===== config.mk =====
export PLATFORM = sky130hd
export DESIGN_NAME = mole_round_controller
export DESIGN_NICKNAME = d
export VERILOG_FILES = /design/src/rtl/mole_round_controller.sv
export SDC_FILE = /design/constraint.sdc
export NUM_CORES = 1
export LEC_CHECK = 0
export ABC_AREA = 1
export BUFFER_PORTS_ARGS = -buffer_cell sky130_fd_sc_hd__buf_4
export CORE_MARGIN = 2
export CORE_UTILIZATION = 59
export CTS_CLUSTER_SIZE = 16
export DETAILED_ROUTE_END_ITERATION = 10
export GPL_ROUTABILITY_DRIVEN = 0
export GPL_TIMING_DRIVEN = 0
export PLACE_DENSITY_LB_ADDON = 0.05
export SLEW_MARGIN = 40
export SYNTH_ARGS = -nofsm -noshare
export SYNTH_HDL_FRONTEND = slang
export SYNTH_SLANG_ARGS = --single-unit

===== constraint.sdc =====
create_clock -name CLOCK_50 -period 2.29 [get_ports CLOCK_50]
set_input_delay 0.3435 -clock CLOCK_50 [delete_from_list [all_inputs] [get_ports CLOCK_50]]
set_output_delay 0.3435 -clock CLOCK_50 [all_outputs]
set_load 0.02 [all_outputs]

===== src/rtl/mole_round_controller.sv =====
// Whack-a-mole round sequencer: dark gap, then one lit box until a hit or timeout.
// All outputs are registered; the next values are computed in one combinational block.
module mole_round_controller #(
    parameter int GAP_CYCLES    = 5_000_000,
    parameter int WINDOW_CYCLES = 25_000_000,
    parameter int NUM_ROUNDS    = 20
) (
    input  logic       CLOCK_50,
    input  logic       reset,
    input  logic       start,
    input  logic [2:0] box_sel,
    input  logic [3:0] hit,
    output logic [2:0] active_box,
    output logic [3:0] led,
    output logic [7:0] score,
    output logic [7:0] misses,
    output logic [4:0] round_num,
    output logic       game_over
);

    localparam int TMAX = (GAP_CYCLES > WINDOW_CYCLES) ? GAP_CYCLES : WINDOW_CYCLES;
    localparam int TW   = (TMAX > 1) ? $clog2(TMAX + 1) : 1;
    localparam logic [TW-1:0] GAP_LAST   = TW'(GAP_CYCLES - 1);
    localparam logic [TW-1:0] WIN_LAST   = TW'(WINDOW_CYCLES - 1);
    localparam logic [4:0]    LAST_ROUND = 5'(NUM_ROUNDS);

    typedef enum logic [1:0] {IDLE, GAP, SHOW, DONE} state_t;

    state_t        state, state_n;
    logic [TW-1:0] timer, timer_n;
    logic [3:0]    hit_prev;
    logic [3:0]    hit_edge;
    logic          lit_edge, wrong_edge, round_end;
    logic [2:0]    active_box_n;
    logic [3:0]    led_n;
    logic [7:0]    score_n, misses_n;
    logic [4:0]    round_num_n;
    logic          game_over_n;

    always_ff @(posedge CLOCK_50 or posedge reset) begin
        if (reset) begin
            state      <= IDLE;
            timer      <= '0;
            hit_prev   <= '0;
            active_box <= '0;
            led        <= '0;
            score      <= '0;
            misses     <= '0;
            round_num  <= '0;
            game_over  <= 1'b0;
        end else begin
            state      <= state_n;
            timer      <= timer_n;
            hit_prev   <= hit;
            active_box <= active_box_n;
            led        <= led_n;
            score      <= score_n;
            misses     <= misses_n;
            round_num  <= round_num_n;
            game_over  <= game_over_n;
        end
    end

    always_comb begin
        state_n      = state;
        timer_n      = timer + 1'b1;
        active_box_n = active_box;
        score_n      = score;
        misses_n     = misses;
        round_num_n  = round_num;
        game_over_n  = game_over;
        round_end    = 1'b0;

        // led is one-hot of the lit box, so it doubles as the lit-box mask
        hit_edge   = hit & ~hit_prev;
        lit_edge   = |(hit_edge & led);
        wrong_edge = |(hit_edge & ~led);

        case (state)
            IDLE, DONE: begin
                timer_n      = '0;
                active_box_n = '0;
                if (start) begin
                    score_n     = '0;
                    misses_n    = '0;
                    round_num_n = '0;
                    game_over_n = 1'b0;
                    state_n     = GAP;
                end
            end
            GAP: begin
                active_box_n = '0;
                if (timer == GAP_LAST) begin
                    timer_n      = '0;
                    round_num_n  = round_num + 5'd1;
                    active_box_n = (box_sel >= 3'd1 && box_sel <= 3'd4) ? box_sel : 3'd1;
                    state_n      = SHOW;
                end
            end
            SHOW: begin
                if (lit_edge) begin
                    round_end = 1'b1;
                    if (score != 8'hFF) score_n = score + 8'd1;
                end else if (wrong_edge || timer == WIN_LAST) begin
                    round_end = 1'b1;
                    if (misses != 8'hFF) misses_n = misses + 8'd1;
                end
                if (round_end) begin
                    timer_n      = '0;
                    active_box_n = '0;
                    if (round_num == LAST_ROUND) begin
                        game_over_n = 1'b1;
                        state_n     = DONE;
                    end else begin
                        state_n     = GAP;
                    end
                end
            end
            default: state_n = IDLE;
        endcase

        case (active_box_n)
            3'd1:    led_n = 4'b0001;
            3'd2:    led_n = 4'b0010;
            3'd3:    led_n = 4'b0100;
            3'd4:    led_n = 4'b1000;
            default: led_n = 4'b0000;
        endcase
    end

endmodule


* Word level (Yosys, flattened, before mapping)
Cells that the tools add are included.
** Word-level totals
- Bits in latches :: 0
- Memories :: 0
- Word-level logic and storage cells :: 85
- Memory bits (writable) :: 0
- Bits in registers :: 60
- Output and inout bits :: 29
- Input bits :: 10
- ROM bits :: 0
** Operators by class
- Multiplexer cells :: 31
- $add $sub $neg :: 4
- Multipliers :: 0
- Reduce and logical (&&, ||, !) cells :: 13
- Shift-type cells :: 0
- Eq/ne operators :: 21
- Div/mod/pow operators :: 0
- Bitwise operators :: 5
- Magnitude comparators :: 2
** Operators with widths (count)
- one-hot mux 25 bit (3 select lines) :: 1
- 2-to-1 mux 25 bit :: 2
- 2-to-1 mux 8 bit :: 6
- one-hot mux 8 bit (2 select lines) :: 2
- adder 25 x 1 -> 25 bit, second input constant :: 1
- == test 25 x 23 -> 1 bit, second input constant :: 1
- == test 25 bit, second input constant :: 1
- != test 2 bit, second input constant :: 9
- adder 8 x 1 -> 8 bit, second input constant :: 2
- != test 8 bit, second input constant :: 2
- one-hot mux 4 bit (4 select lines) :: 1
- AND 4 bit :: 3
- 2-to-1 mux 5 bit :: 2
- one-hot mux 5 bit (2 select lines) :: 1
- 2-to-1 mux 3 bit :: 3
- one-hot mux 3 bit (3 select lines) :: 1
- 2-to-1 mux 2 bit :: 4
- inverter 4 bit :: 2
- AND reduction 4 bit :: 2
- OR reduction 4 bit :: 2
- == test 3 x 2 -> 1 bit, second input constant :: 2
- 2-to-1 mux 1 bit :: 6
- one-hot mux 2 bit (3 select lines) :: 1
- AND reduction 3 bit :: 2
- 15 further kinds :: 17

* Longest topological paths before layout
- Word-level depth :: 12
- Gate-level depth with buffers :: 12
- Mapped depth without buffers :: 12

* Least setup slack after synthesis
Ideal clock, no wire load.
- Path type :: reg-to-reg
- Start point :: register state[0]
- End point :: register game_over
- Data arrival time :: 1.628 ns
- Setup time :: 0.129 ns
- Clock period less this slack :: 1.757 ns
- Path buffers :: 1
- Slack :: 0.533 ns
- Required time :: 2.161 ns
- Stages on the path, launching flop included :: 12
- Cell sequence :: dfrtp_1 -> inv_1 -> ha_1 -> inv_2 -> nor2_1 -> inv_2 -> o21ai_0 -> a21oi_1 -> nand2_1 -> buf_6 -> o21ai_0 -> o21ai_0
** Between the ends
- Longest elaborated chain between the ends :: 4
- Elaborated cells between the ends (all ways) :: 10
- Classes of those cells :: eq/ne: 5; mux: 1; reduce/logical: 4
** Ends and longest elaborated chain
- start, declared :: line 29 : state_t state, state_n;
- start signal, assigned :: line 52 : state <= state_n;
- == test 2 bit or logical NOT 2 bit (tied branches) :: line 79 : case (state)
- OR reduction 2 bit :: line 79
- != test 2 bit (no source line) or nonzero test 2 bit (tied branches)
- AND reduction 4 bit (no source line)
- end signal, assigned :: line 60 : game_over <= game_over_n;
- end, declared :: line 18 : output logic game_over
Parallel ways exist; a longest one is shown, timed or not.
A chain may end at the register's enable or synchronous reset.

* Worst setup path after layout
Ends and elaborated chain as after synthesis.

==> results.cfg <==
[sta]
slew_viol_final = 0
fin_hold_ws_ns = 0.1185
setup-tns-final_ns = 0
fmax_mhz = 503.1
rsz0062_at_grt = no
setup_viol = 0
min_period_over_period_pct = 86.81
hold_viol_final = 0
maxSlewHeadroom_pct = 67.36
min_period_ns = 1.988
worstMarginPinSlew_ns = 0.4896
fin_skew_ns = 0.009234

[final_layout]
final_cell_mix = nand2_1, nor2_1, dfrtp_1
layout.nets = 519
final_common_cell = nand2_1
layout.cells.non_filler = 578
layout-drive-gt1-share_pct = 16.80
n_antenna_cell = 0
fillers = 482
fin_area_sq_um = 4029
area_growth_syn_to_layout_pct = 16.50

[global_routing]
grt_antenna_before_repair = 0
grt_first_pass_wirelength_um = 12320
grtUsageTotal_pct = 24.74
grt_max_degree = 41
grt_overflow_total = 0
first_global_vias = 2843

[cts]
cts.sinks = 60
path_clk_slew_ns = 0.07
clock_latency_ns = 0.35
cts_buffers = 9
clk_path_buf_depth = 2
htreeDepth = 3
cts_tree = built
clockRootBuffer = clkbuf_8

[placement]
dp_hpwl_um = 5468
dp.cells = 561
io_buffers = 38
placed_area_sq_um = 3856

[synthesis]
syn_area_sq_um = 3458
synth-seq-cells = 60
yosysSeqAreaShare_pct = 43.42
syn_avg_cell_area_sq_um = 7.685
synth_cell_types = 30
syn-num-nets = 468
yosys_warnings = 0
netlist_instances = 450

[floorplan]
die_w_um = 80.56
die_area_sq_um = 6490
dieHeight_um = 80.56
io_pins = 39
fp-row-count = 27
start_util_pct = 62.04
core-area_sq_um = 5574

[critical_path]
r2r_slack_ns = 0.30
start_kind = register
crit_fanout = 10
path_class = reg -> reg
ff2ff_path_depth = 11
reg2reg_from = state[0]$_DFFE_PP0P_
required_ns = 2.52
timing.rr.end = game_over$_DFFE_PP0P_
cp.arrival_ns = 2.22
worstSetupEndpointType = register

[run_status]
status = finished clean

[route]
drt_iter0_markers = 181
dr.pass1.iters = 4
via_per_inst = 5.240
drt_wl_total_um = 7343
routedWlPerCell_um = 12.70
dr_total_vias = 3029
ant_nets = 0
drc_errors = 0

[min_path]
hold_path_class = in -> reg
hold_depth = 1
timing.hold.worst_endpoint = hit_prev[2]$_DFF_PP0_
hp-start = hit[2]

[power_and_ir_drop]
p_per_area_nw_per_um2 = 763.2
peakVddDrop_mv = 0.4565
p_leak_nw = 1.980

[run]
drv_cap = 0
[sequential cells by signal (all words and copies together), names as in the netlist]
register	cells
active_box	3
game_over	1
state	2
score	8
timer	25
misses	8
led	4
hit_prev	4
round_num	5
[what timing repair did]
item,in CTS,in global routing
setup buffers,0,0
gates resized for setup,0,0
hold buffers,1,0
endpoints found under the hold margin,20,0
[critical path: stages (launching register included)]
cell     delay (ns)
dfrtp_1        0.39
inv_1          0.06
ha_1           0.36
inv_2          0.16
nor2_1         0.07
inv_2          0.11
o21ai_0        0.10
a21oi_1        0.13
nand2_1        0.09
buf_6          0.15
o21ai_0        0.15
o21ai_0        0.10
[synth_stat cells, drive strengths merged]
cell    number  area, sq um
xor2        18        157.7
a21oi        5        25.02
nor2        74        290.3
nor3        17        115.1
o211ai       1        12.51
nand3       39        205.2
nor3b        2        15.01
nand3b       5        37.54
inv         56        210.2
clkbuf       3        11.26
buf          4        38.78
dfrtp       60         1501
nand4       15        93.84
a31o         1        8.760
or2          2        12.51
o21ai       17        88.84
nand2      115        469.2
ha           8        100.1
xnor2        7        61.31
clkinv       1        3.750
[through the flow]
stage               setup slack [ns]  util [%]  total power [W]
finish                        0.3021     72.28         0.003075
global route                  0.1237     72.28         0.003286
CTS                           0.3247     72.28         0.003099
detailed placement            0.3304     69.18         0.002267
global placement             -0.2907     68.78         0.002239
floorplan                     0.4618         -         0.001988
[how the worst max path moves through the flow]
stage,from,end,slack (ns)
6_report,state[0]$_DFFE_PP0P_,game_over$_DFFE_PP0P_,0.30
5_1_grt,state[0]$_DFFE_PP0P_,game_over$_DFFE_PP0P_,0.12
4_1_cts,state[0]$_DFFE_PP0P_,game_over$_DFFE_PP0P_,0.32
3_5_place_dp,state[0]$_DFFE_PP0P_,game_over$_DFFE_PP0P_,0.33
3_3_place_gp,reset,score[1]$_DFFE_PP0P_,-0.29
2_1_floorplan,reset,active_box[0]$_DFF_PP0_,0.46
[metal layers]
metal / wire length (um) / global-route usage [%]
met1: 3291 / 30.24
met2: 3671 / 42.33
met5: 0 / 0
met3: 264 / 5.169
met4: 116 / 10.34
[where the power goes]
part / switching [W] / internal (W) / total (W) / leakage [nW]
Sequential: 0.0000599 / 0.00112 / 0.00118 / 0.823
Combinational: 0.000731 / 0.000332 / 0.00106 / 1.07
Clock: 0.000411 / 0.000420 / 0.000831 / 0.0844
[cell families (layout without fill, tap and decap cells)]
group	count (synthesis)	after routing	share of synthesized area (%)
buffers and inverters	64	120	7.633
XOR/XNOR	25	25	6.331
AO/OA/AOI/OAI	24	24	3.907
adder cells (fa/ha/maj)	8	8	2.894
AND/OR/NAND/NOR	269	269	35.82
flip-flops	60	60	43.42
[final cells by class]
cell class | instances | area [sq um] | share of cell area [%]
Timing Repair Buffer | 40 | 315.3 | 7.826
Buffer | 7 | 50.05 | 1.242
Inverter | 57 | 216.5 | 5.373
Clock buffer | 14 | 152.6 | 3.789
Sequential cell | 60 | 1501 | 37.27
Clock inverter | 2 | 10.01 | 0.2484
Multi-Input combinational cell | 326 | 1693 | 42.02
Tap cell | 72 | 90.09 | 2.236
(Power assumes the default switching activity.)
